<file path="src/rtl/alu_operand_stage.sv">
// alu_operand_stage: operand-fetch stage in front of the ALU.
// Holds a 2**AW x WIDTH register file with R[0] hardwired to zero. It reads
// two sources, sign-extends the immediate, picks the second operand and
// registers {srca, srcb, f, storedata} into one output slot that uses a
// valid/ready handshake.
// Optional feature: define ALU_OPERAND_BYPASS_EN to forward a same-cycle
// writeback into the captured operands (write-before-read).
module alu_operand_stage #(
  parameter int WIDTH = 32,
  parameter int AW    = 5,
  parameter int IMM_W = 16
) (
  input  logic             clk,
  input  logic             reset_n,
  input  logic             in_valid,
  output logic             in_ready,
  input  logic [AW-1:0]    ra1,
  input  logic [AW-1:0]    ra2,
  input  logic [IMM_W-1:0] imm,
  input  logic             alusrc,
  input  logic [2:0]       alucontrol,
  input  logic             we3,
  input  logic [AW-1:0]    wa3,
  input  logic [WIDTH-1:0] wd3,
  output logic             out_valid,
  input  logic             out_ready,
  output logic [WIDTH-1:0] srca,
  output logic [WIDTH-1:0] srcb,
  output logic [2:0]       f,
  output logic [WIDTH-1:0] storedata,
  output logic             bad_op
);

  localparam int NREG = 1 << AW;

  typedef enum logic [2:0] {
    OP_AND = 3'd0,
    OP_OR  = 3'd1,
    OP_ADD = 3'd2,
    OP_SUB = 3'd6,
    OP_SLT = 3'd7
  } alu_op_e;

  logic [WIDTH-1:0] r_rf [NREG];

  logic             r_out_valid;
  logic [WIDTH-1:0] r_srca;
  logic [WIDTH-1:0] r_srcb;
  logic [2:0]       r_f;
  logic [WIDTH-1:0] r_storedata;
  logic             r_bad_op;

  logic             w_wb_en;
  logic             w_accept;
  logic [WIDTH-1:0] w_rd1;
  logic [WIDTH-1:0] w_rd2;
  logic [WIDTH-1:0] w_sext;
  logic [WIDTH-1:0] w_srcb_next;
  logic             w_legal;
  logic [2:0]       w_f_next;

  // The slot can take a new instruction when it is empty or being drained;
  // deliberately independent of in_valid so no combinational loop can form.
  assign in_ready = !r_out_valid || out_ready;
  assign w_accept = in_valid && in_ready;
  assign w_wb_en  = we3 && (wa3 != '0);

  // Register file write port; writes to R[0] are dropped.
  // NOTE: the whole array is cleared on reset because the design requires
  // every register to read zero after reset; this rules out a plain RAM macro.
  always_ff @(posedge clk or negedge reset_n) begin
    if (!reset_n) begin
      for (int i = 0; i < NREG; i++) r_rf[i] <= '0;
    end else if (w_wb_en) begin
      r_rf[wa3] <= wd3;
    end
  end

  // Source reads, with optional forwarding of the concurrent writeback.
  // NOTE: every always_comb output gets a default first so no path can
  // leave it unassigned and infer a latch.
  always_comb begin
    w_rd1 = (ra1 == '0) ? '0 : r_rf[ra1];
    w_rd2 = (ra2 == '0) ? '0 : r_rf[ra2];
`ifdef ALU_OPERAND_BYPASS_EN
    if (w_wb_en && (wa3 == ra1)) w_rd1 = wd3;
    if (w_wb_en && (wa3 == ra2)) w_rd2 = wd3;
`else
    // Read-before-write: the captured value is the pre-write contents.
`endif
  end

  // Immediate extension and second-operand select.
  always_comb begin
    w_sext      = {{(WIDTH-IMM_W){imm[IMM_W-1]}}, imm};
    w_srcb_next = alusrc ? w_sext : w_rd2;
  end

  // Function-code screening: illegal codes degrade to ADD.
  always_comb begin
    w_legal  = 1'b0;
    w_f_next = OP_ADD;
    case (alucontrol)
      OP_AND, OP_OR, OP_ADD, OP_SUB, OP_SLT: begin
        w_legal  = 1'b1;
        w_f_next = alucontrol;
      end
      default: begin
        w_legal  = 1'b0;
        w_f_next = OP_ADD;
      end
    endcase
  end

  // Output slot: load on accept, clear valid on drain, otherwise hold.
  // NOTE: sequential state uses non-blocking assignments so every register
  // samples pre-edge values regardless of statement order.
  always_ff @(posedge clk or negedge reset_n) begin
    if (!reset_n) begin
      r_out_valid <= 1'b0;
      r_srca      <= '0;
      r_srcb      <= '0;
      r_f         <= OP_ADD;
      r_storedata <= '0;
      r_bad_op    <= 1'b0;
    end else if (w_accept) begin
      r_out_valid <= 1'b1;
      r_srca      <= w_rd1;
      r_srcb      <= w_srcb_next;
      r_f         <= w_f_next;
      r_storedata <= w_rd2;
      if (!w_legal) r_bad_op <= 1'b1;
    end else if (out_ready) begin
      r_out_valid <= 1'b0;
    end
  end

  assign out_valid = r_out_valid;
  assign srca      = r_srca;
  assign srcb      = r_srcb;
  assign f         = r_f;
  assign storedata = r_storedata;
  assign bad_op    = r_bad_op;

endmodule
</file>
<file path="config.mk">
export PLATFORM = sky130hd
export DESIGN_NAME = alu_operand_stage
export DESIGN_NICKNAME = d
export VERILOG_FILES = /design/src/rtl/alu_operand_stage.sv
export SDC_FILE = /design/constraint.sdc
export NUM_CORES = 2
export LEC_CHECK = 0
export ABC_CLOCK_PERIOD_IN_PS = 2029
export CORE_MARGIN = 3
export CORE_UTILIZATION = 60
export DETAILED_ROUTE_END_ITERATION = 10
export GPL_TIMING_DRIVEN = 1
export PLACE_DENSITY_LB_ADDON = 0.2
export RECOVER_POWER = 50
export SLEW_MARGIN = 20
export SYNTH_ARGS = -nofsm -noshare
export SYNTH_HDL_FRONTEND = slang
export SYNTH_SLANG_ARGS = --single-unit
</file>
<file path="constraint.sdc">
create_clock -name clk -period 2.03 [get_ports clk]
set_clock_uncertainty 0.05 [all_clocks]
set_input_delay 0.406 -clock clk [delete_from_list [all_inputs] [get_ports clk]]
set_output_delay 0.406 -clock clk [all_outputs]
set_load 0.05 [all_outputs]
</file>
* Word level (Yosys, flattened, before mapping)
Index checks and enable logic that the tools add are counted.
Storage, ports and cells: register bits after elaboration 1125, latch bits 0, RAM bits 0, ROM bits 0, input bits 72, logic and storage cells 78, memories kept 0
Operators by class: $add $sub $neg 0, multipliers 0, div/mod/pow operators 0, $lt $le $gt $ge 4, equal/unequal tests 4, shift-type cells 0, mux-type cells 16, bitwise operators 4, reductions and logical operators 12
Operators with widths (count):
- $bwmux 1024 | 1
- $bmux 32 s5 | 2
- $mux 32 | 8
- $demux 32 s5 | 1
- $ge 6x6->1 const B | 3
- $not 5->6 | 3
- $logic_not 5->1 | 2
- $eq 3x3->1 const B | 2
- $lt 6x1->1 const B | 1
- $reduce_bool 5->1 | 1
- $reduce_or 5->1 | 1
- $eq 3x1->1 const B | 1
- $eq 3x2->1 const B | 1
- $logic_and 1x1->1 | 3
- $logic_not 3->1 | 1
- $mux 1 | 3
- $mux 3 | 1
- $reduce_and 2->1 | 1
- $reduce_bool 2->1 | 1
- $logic_not 1->1 | 1
- $logic_or 1x1->1 | 1
- $not 1->1 | 1

* Longest topological paths before layout
depth after elaboration 6, mapped depth 10, depth with buffers taken out 5

* Worst setup path before layout
OpenSTA, ideal clock, no wires.
path kind reg-to-reg, from reg r_out_valid (netlist: out_valid), to reg r_srca[8] (netlist: srca[8]), library setup time 121 ps, arrival time 2180 ps, required time 1859 ps, path slack -321 ps, cell stages (with the launch flop) 8, buffers on the path 2, clock period less this slack 2351 ps, cell sequence dfrtp_1 > nand2b_1 > and2_1 > clkbuf_1 > o31ai_2 > buf_2 > a21oi_1 > a22o_1
Between the ends: word-level cells in the longest chain between the ends 3
Ends and longest elaborated chain:
- from (decl) | line 46 | logic r_out_valid;
- from (signal assigned) | line 120 | r_out_valid <= 1'b0;
- from (signal assigned) | line 127 | r_out_valid <= 1'b1;
- from (signal assigned) | line 134 | r_out_valid <= 1'b0;
- $logic_not 1->1 | line 64 | assign in_ready = !r_out_valid || out_ready;
- $logic_or 1x1->1 | line 64
- via in_ready | line 16 | output logic in_ready,
- $logic_and 1x1->1 | line 65 | assign w_accept = in_valid && in_ready;
- to (signal assigned) | line 128 | r_srca <= w_rd1;
- to (decl) | line 47 | logic [WIDTH-1:0] r_srca;
The timed path passes the listed nets, and every way through them passes these cells. A chain may end at the register's enable or synchronous reset.

* Worst setup path in the final report
from in ra2[3], to reg r_srcb[24] (netlist: srcb[24])
Between the ends: word-level cells in the longest chain between the ends 6
Ends and longest elaborated chain:
- from (decl) | line 18 | input logic [AW-1:0] ra2,
- $not 5->6 (not written as such) | line 84 | w_rd2 = (ra2 == '0) ? '0 : r_rf[ra2];
- $bmux 32 s5 | line 84
- $mux 32 (not written as such) (2 in a row) | line 84
- $mux 32 (*) | line 84
- $mux 32 (*) | line 96 | w_srcb_next = alusrc ? w_sext : w_rd2;
- to (signal assigned) | line 129 | r_srcb <= w_srcb_next;
- to (decl) | line 48 | logic [WIDTH-1:0] r_srcb;
Every way passes the cells marked *; elsewhere a longest branch is shown, timed or not. The select of a mux whose other input is x is not followed.

==> impl_metrics.py <==
metrics = {
    "clocking": {
        "ctsLongestPathBuffers": 3,
        "tritoncts.num_buffers": 118,
        "clkLatencyLatePin_ns": 0.71,
        "cts_root_buffer": "sky130_fd_sc_hd__clkbuf_16",
        "h-tree-depth": 3,
        "register_clock_pin_slew_on_the_reported_worst_setup_and_hold_paths_ns": 0.06,
        "cts_tree": "built",
        "tritoncts_num_sinks": 1125,
    },
    "global_routing": {
        "grt.met1_usage": 0.552,
        "maximum_number_of_pins_on_one_net_before_global_route_repair": 107,
        "grt_use_total": 0.394,
        "global_route.peak_usage_layer": "met2",
        "first_pass_grt_wire_length_microns": 294000,
        "grt_pass1_vias": 42909,
        "gr-total-overflow": 0,
        "grt_use_met3": 0.109,
        "globalRouteMet2Util": 0.580,
        "grt_antenna_before_repair": 10,
    },
    "critical_path": {
        "critical_path.cell_chain": "clkdlybuf4s50_1 -> buf_4 -> buf_4 -> or3b_4 -> o22ai_1 -> nor2_1 -> o21ai_1 -> o21ai_0",
        "crit_path_top_delay_cell": "sky130_fd_sc_hd__or3b_4",
        "setup.worst_path.start": "ra2[3]",
        "startpoint_type": "primary input",
        "worst_setup_path_endpoint": "srcb[24]",
        "worst_ep_required_time_ns": 2.55,
        "reg2reg_depth": 4,
        "r2r_start": "out_valid",
        "cpPeakStageDelay_ns": 0.54,
        "worstPathArrival_ns": 2.55,
        "worstReg2RegEnd": "f[2]",
        "cp_max_fo": 20,
        "critical_path.endpoint_type": "register",
        "setup_cp_type": "in2reg",
        "r2r_setup_slack_ns": 0.08,
        "critical_path_s_most_frequent_cell": "sky130_fd_sc_hd__buf_4",
    },
    "place": {
        "io_buffers": 173,
        "dpl-instance-area_sq_um": 65500,
        "placement.setup.worst_slack_ns": -0.995,
        "routabilityCongestion": 0.939,
        "dp.final_hpwl_microns": 135000,
    },
    "sta": {
        "timing_hold_violations_final": 0,
        "final-setup-viol-count": 0,
        "max-slew-margin-rel": 0.285,
        "achievable-frequency_ghz": 0.493,
        "setup_total_negative_slack_ns": 0,
        "finalCritPeriodShare": 1.00,
        "final_max_slew_viol_count": 0,
        "grt_setup_unrepaired": "false",
        "worst-slew-pin-transition_ns": 1.07,
        "setup_ws_ns": 0.000334,
        "fin_crit_ns": 2.03,
    },
    "pwr": {
        "power.leakage_uw": 0.0311,
        "power_per_cell_area_nw_per_um2": 979,
        "worst_ir_drop_vdd_mv": 0.699,
    },
    "yosys": {
        "ys_seq_elements": 1125,
        "syn-num-nets": 4211,
        "main_combinational_cell_family_by_area_after_synthesis": "multiplexers",
        "post_synth_and_or_nand_nor_area_fraction": 0.0296,
        "synth_fa_ha_area_frac": 0,
        "yosys_most_used_dff": "sky130_fd_sc_hd__dfrtp_1",
        "synth_compound_area_frac": 0.0566,
        "post_synthesis_instance_area_sq_um": 58400,
        "post_synthesis_mux_area_share": 0.394,
        "synthArstFlopShare": 1.00,
        "postSynthCellCount": 4139,
        "synth-warning-count": 0,
        "seq_area_frac_synth": 0.482,
        "post_synth_xor_area_fraction": 0,
        "synth_enable_flop_cells": 0,
        "syn-mean-instance-area_sq_um": 14.1,
        "yosysUniqueCellTypes": 43,
    },
    "finish": {
        "final_design_area_no_fill_sq_um": 69300,
        "fraction_of_final_layout_cells_with_drive_strength_greater_than_1": 0.500,
        "final_common_cell": "sky130_fd_sc_hd__dfrtp_1",
        "layout_common_cells": "sky130_fd_sc_hd__dfrtp_1 (1123), sky130_fd_sc_hd__mux2_2 (1071), sky130_fd_sc_hd__buf_4 (441)",
        "finish.net_count": 4603,
        "areaGrowthSynthToFinish_pct": 18.6,
    },
    "detailed_routing": {
        "route.detailed.wl_per_inst_microns": 34.0,
        "vias": 42229,
        "drc_errors": 0,
        "drt.antenna.violating_nets": 0,
        "drt_via_density": 7.16,
        "first_iter_violations": 5883,
        "wl_microns": 200000,
        "drt_first_pass_iters": 5,
    },
    "flow_run": {
        "maxCapViolCount": 0,
    },
    "floorplanning": {
        "core_region_area_sq_um": 95700,
        "floorplan.io_pins": 174,
        "die_area_sq_um": 101000,
        "die_width_microns": 318,
        "row_count": 113,
        "initial_utilization": 0.610,
        "die-height_microns": 318,
    },
    "worst_hold_path": {
        "class_of_the_tightest_hold_or_removal_check": "in2reg",
    },
    "status": {
        "run_status": "finished, final reports clean",
    },
}
[area by class of cell]
cell class | count | area, sq um
Timing Repair Buffer | 712 | 7240
Sequential cell | 1125 | 28200
Multi-Input combinational cell | 2574 | 28300
Fill cell | 6179 | 26400
Clock inverter | 37 | 517
Antenna cell | 3 | 7.51
Clock buffer | 178 | 3480
Tap cell | 1265 | 1580
[critical path, delay by kind of cell]
family	cells	cell delay, ns
AO/OA/AOI/OAI	3	0.60
AND/OR/NAND/NOR	2	0.66
buffers and inverters	3	0.85
[per-stage QoR]
step / util / hold WS (ns) / instances / power (uW)
after floorplan: - / 0.0604 / 4139 / 39400
after global placement: 0.684 / 0.255 / 5673 / 44600
after detailed placement: 0.684 / 0.253 / 5673 / 45300
after CTS: 0.727 / 0.106 / 5891 / 67600
after global routing: 0.724 / 0.305 / 5892 / 70100
final: 0.724 / 0.259 / 5894 / 67800
[layer usage]
metal | vias up | part of all wire
li1 | 16544 | -
met1 | 22128 | 0.38
met2 | 2909 | 0.44
met3 | 630 | 0.12
met4 | 18 | 0.053
met5 | - | 0.00070
[flip-flops by register name, summed over array words and instances (netlist names)]
name and cells:
r_rf 1024, storedata 32, srcb 32, f 3, bad_op 1, srca 32, out_valid 1
[synth_stat cells, drive strengths merged (2+ instances only)]
master | count | area [sq um]
and3 | 3 | 18.8
nand4 | 39 | 244
clkbuf | 201 | 756
a2111oi | 4 | 60.1
or2 | 4 | 25.0
nand2b | 19 | 119
nand3 | 26 | 130
mux2i | 290 | 2900
nor2b | 14 | 87.6
o221ai | 32 | 280
mux2 | 1071 | 12100
o22ai | 102 | 638
nand2 | 129 | 484
or3b | 9 | 78.8
buf | 239 | 1440
a21oi | 84 | 420
a21o | 8 | 60.1
o31ai | 26 | 200
or3 | 5 | 31.3
nand3b | 9 | 67.6
a211o | 25 | 219
a22oi | 27 | 203
a31oi | 16 | 100
o21ai | 80 | 400
and2 | 5 | 31.3
nor3b | 4 | 30.0
dfrtp | 1124 | 28100
a211oi | 30 | 225
nor2 | 95 | 357
and3b | 2 | 17.5
a22o | 55 | 482
mux4 | 358 | 8060
[logic make-up (layout without fill, tap and decap cells)]
family	count (synthesis)	count (layout)
DFF	1125	1125
and+or+nand+nor	364	364
buffers and inverters	440	927
AOI/OAI and AO/OA	491	491
muxes	1719	1719
other	0	3
[repair_timing]
action	in CTS	in global routing
pin swaps	1	0
resized for setup	75	10
hold endpoints to repair	312	0
buffers inserted	2	0
hold buffers	1	0
setup endpoints to repair	38	13
[power by group]
| part | switching, uW | internal, uW | total (uW) |
|---|---|---|---|
| clock network | 9340 | 13200 | 22500 |
| registers | 3530 | 26600 | 30200 |
| logic | 7020 | 8110 | 15100 |
| total | 19900 | 47900 | 67800 |
[worst min path at each step]
| stage | cells after the start | slack [ns] | startpoint | to |
|---|---|---|---|---|
| after CTS | 2 | 0.11 | reset_n | r_rf[301] |
| after global routing | 4 | 0.30 | ra1[4] | srca[15] |
| after detailed placement | 1 | 0.25 | reset_n | r_rf[770] |
| after global placement | 1 | 0.26 | reset_n | r_rf[770] |
| after floorplan | 0 | 0.06 | reset_n | bad_op |
| final | 3 | 0.26 | alucontrol[0] | f[0] |
Power figures use the tool's default switching activity.
